### config.mk
export PLATFORM = sky130hd
export DESIGN_NAME = cpu_reg_bank
export DESIGN_NICKNAME = d
export VERILOG_FILES = /design/src/rtl/cpu_reg_pkg.sv /design/src/rtl/cpu_acc_fsm.sv /design/src/rtl/cpu_reg_bank.sv
export SDC_FILE = /design/constraint.sdc
export NUM_CORES = 1
export LEC_CHECK = 0
export ABC_AREA = 1
export CORE_UTILIZATION = 61
export DETAILED_ROUTE_END_ITERATION = 6
export GPL_ROUTABILITY_DRIVEN = 0
export PLACE_DENSITY = 0.85
export SYNTH_ARGS = -nofsm -noshare
export SYNTH_HDL_FRONTEND = slang
export SYNTH_SLANG_ARGS = --single-unit
export TNS_END_PERCENT = 30
### constraint.sdc
create_clock -name clk -period 5.04 [get_ports clk]
set_clock_uncertainty 0.05 [all_clocks]
set_input_delay 1.008 -clock clk [delete_from_list [all_inputs] [get_ports clk]]
set_output_delay 1.008 -clock clk [all_outputs]
set_load 0.01 [all_outputs]
### src/rtl/cpu_reg_pkg.sv
// Shared definitions for the CPU-side FIFO register bank: register map,
// field bit positions and the bus access state type.
package cpu_reg_pkg;

    localparam int ADDR_CTRL      = 0;
    localparam int ADDR_AFULL_TH  = 1;
    localparam int ADDR_AEMPTY_TH = 2;
    localparam int ADDR_STATUS    = 3;
    localparam int ADDR_LEVEL     = 4;
    localparam int ADDR_IRQ_EN    = 5;
    localparam int ADDR_IRQ_STAT  = 6;
    localparam int ADDR_SCRATCH0  = 7;

    localparam int CTRL_EN_BIT    = 0;
    localparam int CTRL_FLUSH_BIT = 1;

    localparam int STAT_FULL_BIT   = 0;
    localparam int STAT_EMPTY_BIT  = 1;
    localparam int STAT_AFULL_BIT  = 2;
    localparam int STAT_AEMPTY_BIT = 3;

    localparam int IRQ_OVF_BIT = 0;
    localparam int IRQ_UDF_BIT = 1;

    typedef enum logic [1:0] {
        ST_IDLE,
        ST_WAIT,
        ST_ACK,
        ST_HOLD
    } cpu_acc_state_t;

endpackage

### src/rtl/cpu_acc_fsm.sv
// Bus handshake for one CPU access: latches the request, inserts wait states,
// and strobes o_commit on the edge that enters ACK (ready follows for one cycle).
module cpu_acc_fsm
    import cpu_reg_pkg::*;
#(
    parameter int ADDR_W      = 4,
    parameter int DATA_W      = 8,
    parameter int WAIT_STATES = 0
) (
    input  logic              i_clk,
    input  logic              i_rst,
    input  logic              i_cs,
    input  logic              i_rd_wr,
    input  logic [ADDR_W-1:0] i_addr,
    input  logic [DATA_W-1:0] i_data,
    output logic              o_commit,
    output logic              o_ready,
    output logic              o_rd_wr,
    output logic [ADDR_W-1:0] o_addr,
    output logic [DATA_W-1:0] o_data
);

    localparam logic [3:0] WS_INIT = (WAIT_STATES > 0) ? 4'(WAIT_STATES - 1) : 4'd0;

    cpu_acc_state_t    r_state;
    cpu_acc_state_t    w_state_nxt;
    logic [3:0]        r_cnt;
    logic [3:0]        w_cnt_nxt;
    logic              r_rd_wr;
    logic [ADDR_W-1:0] r_addr;
    logic [DATA_W-1:0] r_data;
    logic              w_idle;

    always_ff @(posedge i_clk) begin
        if (i_rst) begin
            r_state <= ST_IDLE;
            r_cnt   <= '0;
        end else begin
            r_state <= w_state_nxt;
            r_cnt   <= w_cnt_nxt;
        end
    end

    always_ff @(posedge i_clk) begin
        if (w_idle && i_cs) begin
            r_rd_wr <= i_rd_wr;
            r_addr  <= i_addr;
            r_data  <= i_data;
        end
    end

    always_comb begin
        w_state_nxt = r_state;
        w_cnt_nxt   = r_cnt;
        case (r_state)
            ST_IDLE: begin
                if (i_cs) begin
                    if (WAIT_STATES == 0) begin
                        w_state_nxt = ST_ACK;
                    end else begin
                        w_state_nxt = ST_WAIT;
                        w_cnt_nxt   = WS_INIT;
                    end
                end
            end
            ST_WAIT: begin
                // Dropping cs mid-wait abandons the access before anything is committed.
                if (!i_cs) begin
                    w_state_nxt = ST_IDLE;
                    w_cnt_nxt   = '0;
                end else if (r_cnt == 4'd0) begin
                    w_state_nxt = ST_ACK;
                end else begin
                    w_cnt_nxt = r_cnt - 4'd1;
                end
            end
            ST_ACK:  w_state_nxt = ST_HOLD;
            ST_HOLD: if (!i_cs) w_state_nxt = ST_IDLE;
            default: w_state_nxt = ST_IDLE;
        endcase
    end

    // With no wait states the commit edge is the capture edge, so pass the bus through in IDLE.
    assign w_idle   = (r_state == ST_IDLE);
    assign o_rd_wr  = w_idle ? i_rd_wr : r_rd_wr;
    assign o_addr   = w_idle ? i_addr  : r_addr;
    assign o_data   = w_idle ? i_data  : r_data;
    assign o_commit = !i_rst && (w_state_nxt == ST_ACK);
    assign o_ready  = (r_state == ST_ACK);

endmodule

### src/rtl/cpu_reg_bank.sv
// CPU-bus register bank for FIFO configuration and monitoring: control,
// thresholds, live status, sticky W1C event flags with interrupt, scratch.
module cpu_reg_bank
    import cpu_reg_pkg::*;
#(
    parameter int         ADDR_W      = 4,
    parameter int         DATA_W      = 8,
    parameter int         NUM_REGS    = 16,
    parameter int         WAIT_STATES = 0,
    parameter logic [7:0] AFULL_RST   = 8'hC,
    parameter logic [7:0] AEMPTY_RST  = 8'h4
) (
    input  logic              clk,
    input  logic              rst,
    input  logic              cs,
    input  logic              rd_wr,
    input  logic [ADDR_W-1:0] addr,
    input  logic [DATA_W-1:0] data_in,
    output logic [DATA_W-1:0] data_out,
    output logic              ready,
    output logic              fifo_en,
    output logic              flush,
    output logic [DATA_W-1:0] afull_th,
    output logic [DATA_W-1:0] aempty_th,
    input  logic              st_full,
    input  logic              st_empty,
    input  logic [DATA_W-1:0] st_level,
    input  logic              ev_ovf,
    input  logic              ev_udf,
    output logic              irq
);

    localparam logic [DATA_W-1:0] AFULL_INIT  = DATA_W'(AFULL_RST);
    localparam logic [DATA_W-1:0] AEMPTY_INIT = DATA_W'(AEMPTY_RST);
    localparam int NSCR = (NUM_REGS > ADDR_SCRATCH0) ? NUM_REGS - ADDR_SCRATCH0 : 1;

    logic              w_commit;
    logic              w_rd_wr;
    logic [ADDR_W-1:0] w_addr;
    logic [DATA_W-1:0] w_data;
    int                w_addr_i;
    logic              w_in_range;
    logic              w_wr;
    logic              w_rd;
    logic [DATA_W-1:0] w_rd_data;
    logic [1:0]        w_ev;
    logic [1:0]        w_clr;

    logic              r_ctrl_en;
    logic              r_flush;
    logic [DATA_W-1:0] r_afull;
    logic [DATA_W-1:0] r_aempty;
    logic [1:0]        r_irq_en;
    logic [1:0]        r_irq_stat;
    logic              r_irq;
    logic [DATA_W-1:0] r_data_out;
    logic [DATA_W-1:0] r_scratch [NSCR];

    cpu_acc_fsm #(
        .ADDR_W      (ADDR_W),
        .DATA_W      (DATA_W),
        .WAIT_STATES (WAIT_STATES)
    ) u_fsm (
        .i_clk    (clk),
        .i_rst    (rst),
        .i_cs     (cs),
        .i_rd_wr  (rd_wr),
        .i_addr   (addr),
        .i_data   (data_in),
        .o_commit (w_commit),
        .o_ready  (ready),
        .o_rd_wr  (w_rd_wr),
        .o_addr   (w_addr),
        .o_data   (w_data)
    );

    assign w_addr_i   = int'(w_addr);
    assign w_in_range = (w_addr_i < NUM_REGS);
    assign w_wr       = w_commit && !w_rd_wr && w_in_range;
    assign w_rd       = w_commit && w_rd_wr;
    assign w_ev       = {ev_udf, ev_ovf};
    assign w_clr      = (w_wr && (w_addr_i == ADDR_IRQ_STAT)) ? w_data[1:0] : 2'b00;

    always_comb begin
        w_rd_data = '0;
        if (w_in_range) begin
            case (w_addr_i)
                ADDR_CTRL:      w_rd_data[CTRL_EN_BIT] = r_ctrl_en;
                ADDR_AFULL_TH:  w_rd_data = r_afull;
                ADDR_AEMPTY_TH: w_rd_data = r_aempty;
                ADDR_STATUS: begin
                    w_rd_data[STAT_FULL_BIT]   = st_full;
                    w_rd_data[STAT_EMPTY_BIT]  = st_empty;
                    w_rd_data[STAT_AFULL_BIT]  = (st_level >= r_afull);
                    w_rd_data[STAT_AEMPTY_BIT] = (st_level <= r_aempty);
                end
                ADDR_LEVEL:     w_rd_data = st_level;
                ADDR_IRQ_EN:    w_rd_data[1:0] = r_irq_en;
                ADDR_IRQ_STAT:  w_rd_data[1:0] = r_irq_stat;
                default: begin
                    for (int i = 0; i < NSCR; i++) begin
                        if (w_addr_i == ADDR_SCRATCH0 + i) w_rd_data = r_scratch[i];
                    end
                end
            endcase
        end
    end

    always_ff @(posedge clk) begin
        if (rst) begin
            r_ctrl_en  <= 1'b0;
            r_flush    <= 1'b0;
            r_afull    <= AFULL_INIT;
            r_aempty   <= AEMPTY_INIT;
            r_irq_en   <= 2'b00;
            r_irq_stat <= 2'b00;
            r_irq      <= 1'b0;
            r_data_out <= '0;
            for (int i = 0; i < NSCR; i++) r_scratch[i] <= '0;
        end else begin
            r_flush <= 1'b0;
            if (w_wr) begin
                case (w_addr_i)
                    ADDR_CTRL: begin
                        r_ctrl_en <= w_data[CTRL_EN_BIT];
                        r_flush   <= w_data[CTRL_FLUSH_BIT];
                    end
                    ADDR_AFULL_TH:  r_afull  <= w_data;
                    ADDR_AEMPTY_TH: r_aempty <= w_data;
                    ADDR_IRQ_EN:    r_irq_en <= w_data[1:0];
                    default: begin
                        for (int i = 0; i < NSCR; i++) begin
                            if (w_addr_i == ADDR_SCRATCH0 + i) r_scratch[i] <= w_data;
                        end
                    end
                endcase
            end
            if (w_rd) r_data_out <= w_rd_data;
            // A new event on the same edge as a W1C clear keeps the flag set.
            r_irq_stat[IRQ_OVF_BIT] <= (r_irq_stat[IRQ_OVF_BIT] & ~w_clr[IRQ_OVF_BIT]) | w_ev[IRQ_OVF_BIT];
            r_irq_stat[IRQ_UDF_BIT] <= (r_irq_stat[IRQ_UDF_BIT] & ~w_clr[IRQ_UDF_BIT]) | w_ev[IRQ_UDF_BIT];
            r_irq <= |(r_irq_stat & r_irq_en);
        end
    end

    assign data_out  = r_data_out;
    assign fifo_en   = r_ctrl_en;
    assign flush     = r_flush;
    assign afull_th  = r_afull;
    assign aempty_th = r_aempty;
    assign irq       = r_irq;

endmodule
======== Yosys cells after proc, flatten, opt, wreduce, memory -nomap -nowiden ========
Memory sizes are Yosys's and may differ from the RTL's.
Cells that the tools add are included.
storage, ports and cells
  flip-flop bits (word level) ............. 50
  RAM bits ................................ 72
  bits of input ports ..................... 28
  output and inout bits ................... 28
  memories kept ........................... 1
cells by class
  add/sub/neg operators ................... 1
  magnitude comparators ................... 3
  equality and inequality tests ........... 21
  multiplexer cells ....................... 81
  bitwise operators ....................... 18
  reduce and logical (&&, ||, !) cells .... 21
memory list
  name       words  bits a word  read ports  clocked after memory_dff  write ports  RTL line            RTL
  r_scratch  9      8            9           0                         9            cpu_reg_bank.sv:57  logic [DATA_W-1:0] r_scratch [NSCR];
operator list
  operator                                                               count
  8-bit two-way mux                                                      20
  1-bit two-way mux                                                      48
  32-bit logical NOT                                                     1
  4-bit == test (second input constant)                                  6
  4-bit by 3-bit == test with 1-bit output (second input constant)       5
  4-bit case mux with 4 select lines                                     1
  1-bit case mux with 7 select lines                                     2
  4-bit by 2-bit == test with 1-bit output (second input constant)       3
  4-bit two-way mux                                                      3
  1-bit OR                                                               11
  2-bit two-way mux                                                      5
  2-bit case mux with 5 select lines                                     1
  2-bit AND reduction                                                    5
  4-bit by 1-bit == test with 1-bit output (second input constant)       2
  8-bit greater-or-equal comparator                                      1
  8-bit less-or-equal comparator                                         1
  2-bit case mux with 4 select lines                                     1
  4-bit OR reduction                                                     2
  2-bit == test (second input constant)                                  3
  1-bit logical AND                                                      6
  3-bit OR reduction                                                     2
  4-bit by 5-bit < comparator with 1-bit output (second input constant)  1
  4-bit logical NOT                                                      1
  1-bit NOT                                                              4
  other kinds (8)                                                        10

======== Logic depth before layout (Yosys ltp) ========
  depth in word-level cells ............... 14
  depth in mapped cells ................... 15

======== Modules after synthesis ========
Synthesis repeated with hierarchy kept, for this count alone.
unflattened totals
  cell total of the unflattened synthesis .. 621
  area total of the unflattened synthesis .. 5664.2 sq um
by module, submodules not included
  module        instances  cells an instance  area an instance (sq um)
  cpu_reg_bank  1          508                4738.3
  cpu_acc_fsm   1          113                925.9

======== Least setup slack after synthesis ========
OpenSTA, ideal clock, no wires.
  path type ............................... input to register
  start point ............................. input rd_wr
  end point ............................... memory r_scratch[1][2], in the netlist r_scratch[0][10], data pin
  library setup time ...................... 0.215 ns
  arrival time ............................ 2.253 ns
  required time ........................... 4.775 ns
  slack ................................... 2.522 ns
  stages .................................. 9
  cells stage by stage .................... or2_1 o21ai_1 inv_2 nor2_4 buf_6 nand2_1 nand4_1 nor3_4 nor2_1
RTL lines
  what             RTL line            RTL
  start, declared  cpu_reg_bank.sv:16  input logic rd_wr,
  end, declared    cpu_reg_bank.sv:57

==> flow_metrics.py <==
metrics = {
    "run_status": {
        "outcome": "finished, final reports clean",
    },
    "pwr": {
        "power_mw": 2.53,
        "p_int_mw": 1.87,
        "pwr-share-clk_pct": 43.6,
        "power_density_nw_per_um2": 369,
        "pwr-share-comb_pct": 10.8,
        "peakVddDrop_mv": 0.321,
        "p_switching_mw": 0.658,
        "power.share.switching_pct": 26.0,
        "seq_power_share_pct": 45.6,
        "p_leak_nw": 2.78,
    },
    "yosys": {
        "yosysTopAreaCell": "edfxtp_1",
        "synth_area_per_cell_um2": 9.43,
        "yosysTopAreaCellShare_pct": 44.7,
        "synthFlopType": "edfxtp_1",
        "syn-num-nets": 652,
        "synth-seq-cells": 122,
        "post_synth_instance_area_um2": 5710,
        "synth.distinct_cells": 33,
        "synth_area_leaders": "edfxtp_1, dfxtp_1, nand2_1",
        "ys_seq_area_share_pct": 57.7,
        "ys_warn_count": 0,
        "synthArstFlopShare_pct": 0,
        "synthCells": 606,
        "synth_edf_count": 85,
    },
    "placed_design": {
        "portBuffers": 55,
        "dp_hpwl_um": 10200,
        "place_ws_ps": 1460,
    },
    "cts": {
        "root_buffer": "clkbuf_8",
        "cts_tree": "done",
        "ctsHoldBuffers": 0,
        "cts_buffer_depth": 2,
        "clkTransAtPathRegs_ps": 60,
        "cts_buffers": 17,
        "clk_latency_ps": 520,
        "cts.sinks": 122,
        "cts_setup_buffers": 0,
        "cts-resized-gates": 0,
        "htree_levels": 4,
    },
    "timing": {
        "slew_violations": 0,
        "fin_ws_ps": 1840,
        "min_period_ps": 3200,
        "grt_setup_unrepaired": "no",
        "setup_viol": 0,
        "setup_tns_ps": 0,
        "fmax_mhz": 313,
        "period_share_pct": 63.5,
        "max_slew_margin_pct": 30.8,
        "worst_hold_slack_ps": 422,
        "worstMarginPinSlew_ps": 1030,
        "hold_viol_final": 0,
    },
    "worst_hold_path": {
        "hp-class": "flop to flop",
        "hp-start": "r_irq_en[1]",
        "hold_path_depth": 2,
        "min_to": "r_irq_en[1]",
    },
    "grt": {
        "first_global_vias": 4596,
        "track_usage_pct": 32.4,
        "antenna_found_initial": 0,
        "grt_pass1_wl_um": 23400,
        "grt_max_degree": 33,
        "gr-total-overflow": 0,
    },
    "drt": {
        "via_count": 4809,
        "wl_per_cell_um": 18.6,
        "first_pass_iters": 6,
        "avgViaCountPerCell": 6.07,
        "wl_um": 14700,
        "first_iter_violations": 665,
        "detail-route-antenna-nets": 0,
        "drcViolationCount": 0,
    },
    "final_layout": {
        "final_nets": 717,
        "diodes": 0,
        "drive_above_1_share_pct": 12.3,
        "final_core_util_pct": 77.2,
        "syn_to_final_growth_pct": 20.2,
    },
    "die": {
        "rows": 34,
        "core_area_um2": 8890,
        "start_util_pct": 64.2,
        "die_h_um": 98.8,
        "die_x_um": 98.8,
        "io_pins": 56,
        "die_area_um2": 9750,
    },
    "critical_path": {
        "path_cells": "clkdlybuf4s50_1 -> nor3_2 -> nand2_2 -> nor2_4 -> nand2_1 -> nand4_1 -> nor3_4 -> nor2_1",
        "path_delay_family": "simple AND/OR/NAND/NOR gates",
        "startpoint_type": "input port",
        "crit_type": "input port to flop",
        "required_ps": 5230,
        "crit_fanout": 14,
        "cp_slowest_cell": "clkdlybuf4s50_1",
        "startpoint": "rst",
        "timing.critical_path.buf_inv": 1,
        "worstPathArrival_ps": 3380,
        "critical_path.max_stage_delay_ps": 670,
        "r2r-start": "u_fsm.r_state[0]",
        "rr_worst_depth": 9,
        "rr_endpoint": "r_scratch[0][66]",
        "r2r_slack_ps": 2130,
        "critPathCaptureType": "flop",
    },
    "run": {
        "drv_cap": 0,
    },
}
-- how the worst max path moves through the flow --
stage | slack (ps) | end | depth (start not counted)
detailed placement | 1460 | r_scratch[0][61] | 8
floorplan | 2520 | r_scratch[0][10] | 9
CTS | 1940 | r_scratch[0][26] | 8
finish | 1840 | r_scratch[0][66] | 8
global route | 1690 | r_scratch[0][54] | 8
global placement | 1620 | r_scratch[0][53] | 8
-- through the flow --
| stage | std cells | cell area [um2] |
|---|---|---|
| finish | 792 | 6870 |
| global route | 792 | 6870 |
| CTS | 792 | 6870 |
| detailed placement | 760 | 6330 |
| global placement | 760 | 6330 |
| floorplan | 606 | 5710 |
-- power groups by stage --
stage / Sequential, mW / Clock, mW / Combinational [mW]
after detailed placement: 1.17 / 0 / 0.262
final: 1.15 / 1.10 / 0.273
after CTS: 1.15 / 1.10 / 0.266
after global placement: 1.17 / 0 / 0.253
after floorplan: 1.17 / 0 / 0.162
after global routing: 1.16 / 1.15 / 0.295
-- synth_stat cells, types with 2 or more instances --
cell      number
inv_2         16
o21ai_0       31
nor2_1        56
nor2_4         9
dfxtp_1       37
a21oi_1       38
nor2_2         5
nor3_1         3
o211ai_1       2
edfxtp_1      85
buf_6          5
nand3_1       13
nand4_1       20
nand2_2       12
o21ai_1       14
ha_1          18
o21a_1         6
clkbuf_1       4
or2_2          7
o221ai_1       4
nand2_1      146
inv_1         64
-- area by class of cell --
class                           count  area (um2)
Sequential cell                   122        3290
Multi-Input combinational cell    395        2050
Fill cell                         555        2020
Timing Repair Buffer               55         551
Clock buffer                       17         414
Inverter                           80         300
Tap cell                          108         135
Clock inverter                     15         128
-- worst reg2reg max path, cell delays in order, from the launching register on --
cell and delay, ps:
dfxtp_1 360, nor2_4 370, nand2_1 140, o21ai_1 200
nand2_2 160, nor2_2 380, nand2_1 160, nand4_1 210
nor3_4 110, nor2_1 490
-- state kept, by name (all words and copies together), names as in the netlist, 4 cells and up --
signal        count
aempty_th         8
u_fsm.r_cnt       4
data_out          8
u_fsm.r_addr      4
afull_th          8
r_scratch        72
u_fsm.r_data      8
-- metal layers --
layer,GRT usage (%),vias to the layer above,share of wire [%]
met5,0,-,0
met4,18.0,0,5.5
met3,7.30,87,10
met2,53.5,365,47
met1,39.7,2185,37
li1,-,2172,-
-- cells by family (layout without fill, tap and decap cells) --
logic type	Yosys count	after routing	share of synthesized area, %
adder cells (fa/ha/maj)	18	18	3.94
XOR/XNOR	1	1	0.153
AO/OA/AOI/OAI	99	99	9.49
multiplexers	1	1	0.175
flip-flops	122	122	57.7
AND/OR/NAND/NOR	276	276	22.1
buffers and inverters	89	167	6.51
-- cells in the final DEF, fill, tap and decap left out, types with 2 or more instances in the layout --
cell type	synthesis	routed
nand2_1	146	146
edfxtp_1	85	85
inv_1	64	64
nor2_1	56	56
clkdlybuf4s50_1	0	55
a21oi_1	38	38
dfxtp_1	37	37
o21ai_0	31	31
nand4_1	20	20
ha_1	18	18
inv_2	16	16
clkbuf_16	0	16
o21ai_1	14	14
nand3_1	13	13
nand2_2	12	12
nor2_4	9	9
or2_2	7	7
o21a_1	6	6
clkinv_2	0	6
nor2_2	5	5
clkinv_4	0	5
o221ai_1	4	4
nor3_1	3	3
o211ai_1	2	2
clkinvlp_4	0	2
Note: power is estimated with default switching activity, not from simulation.
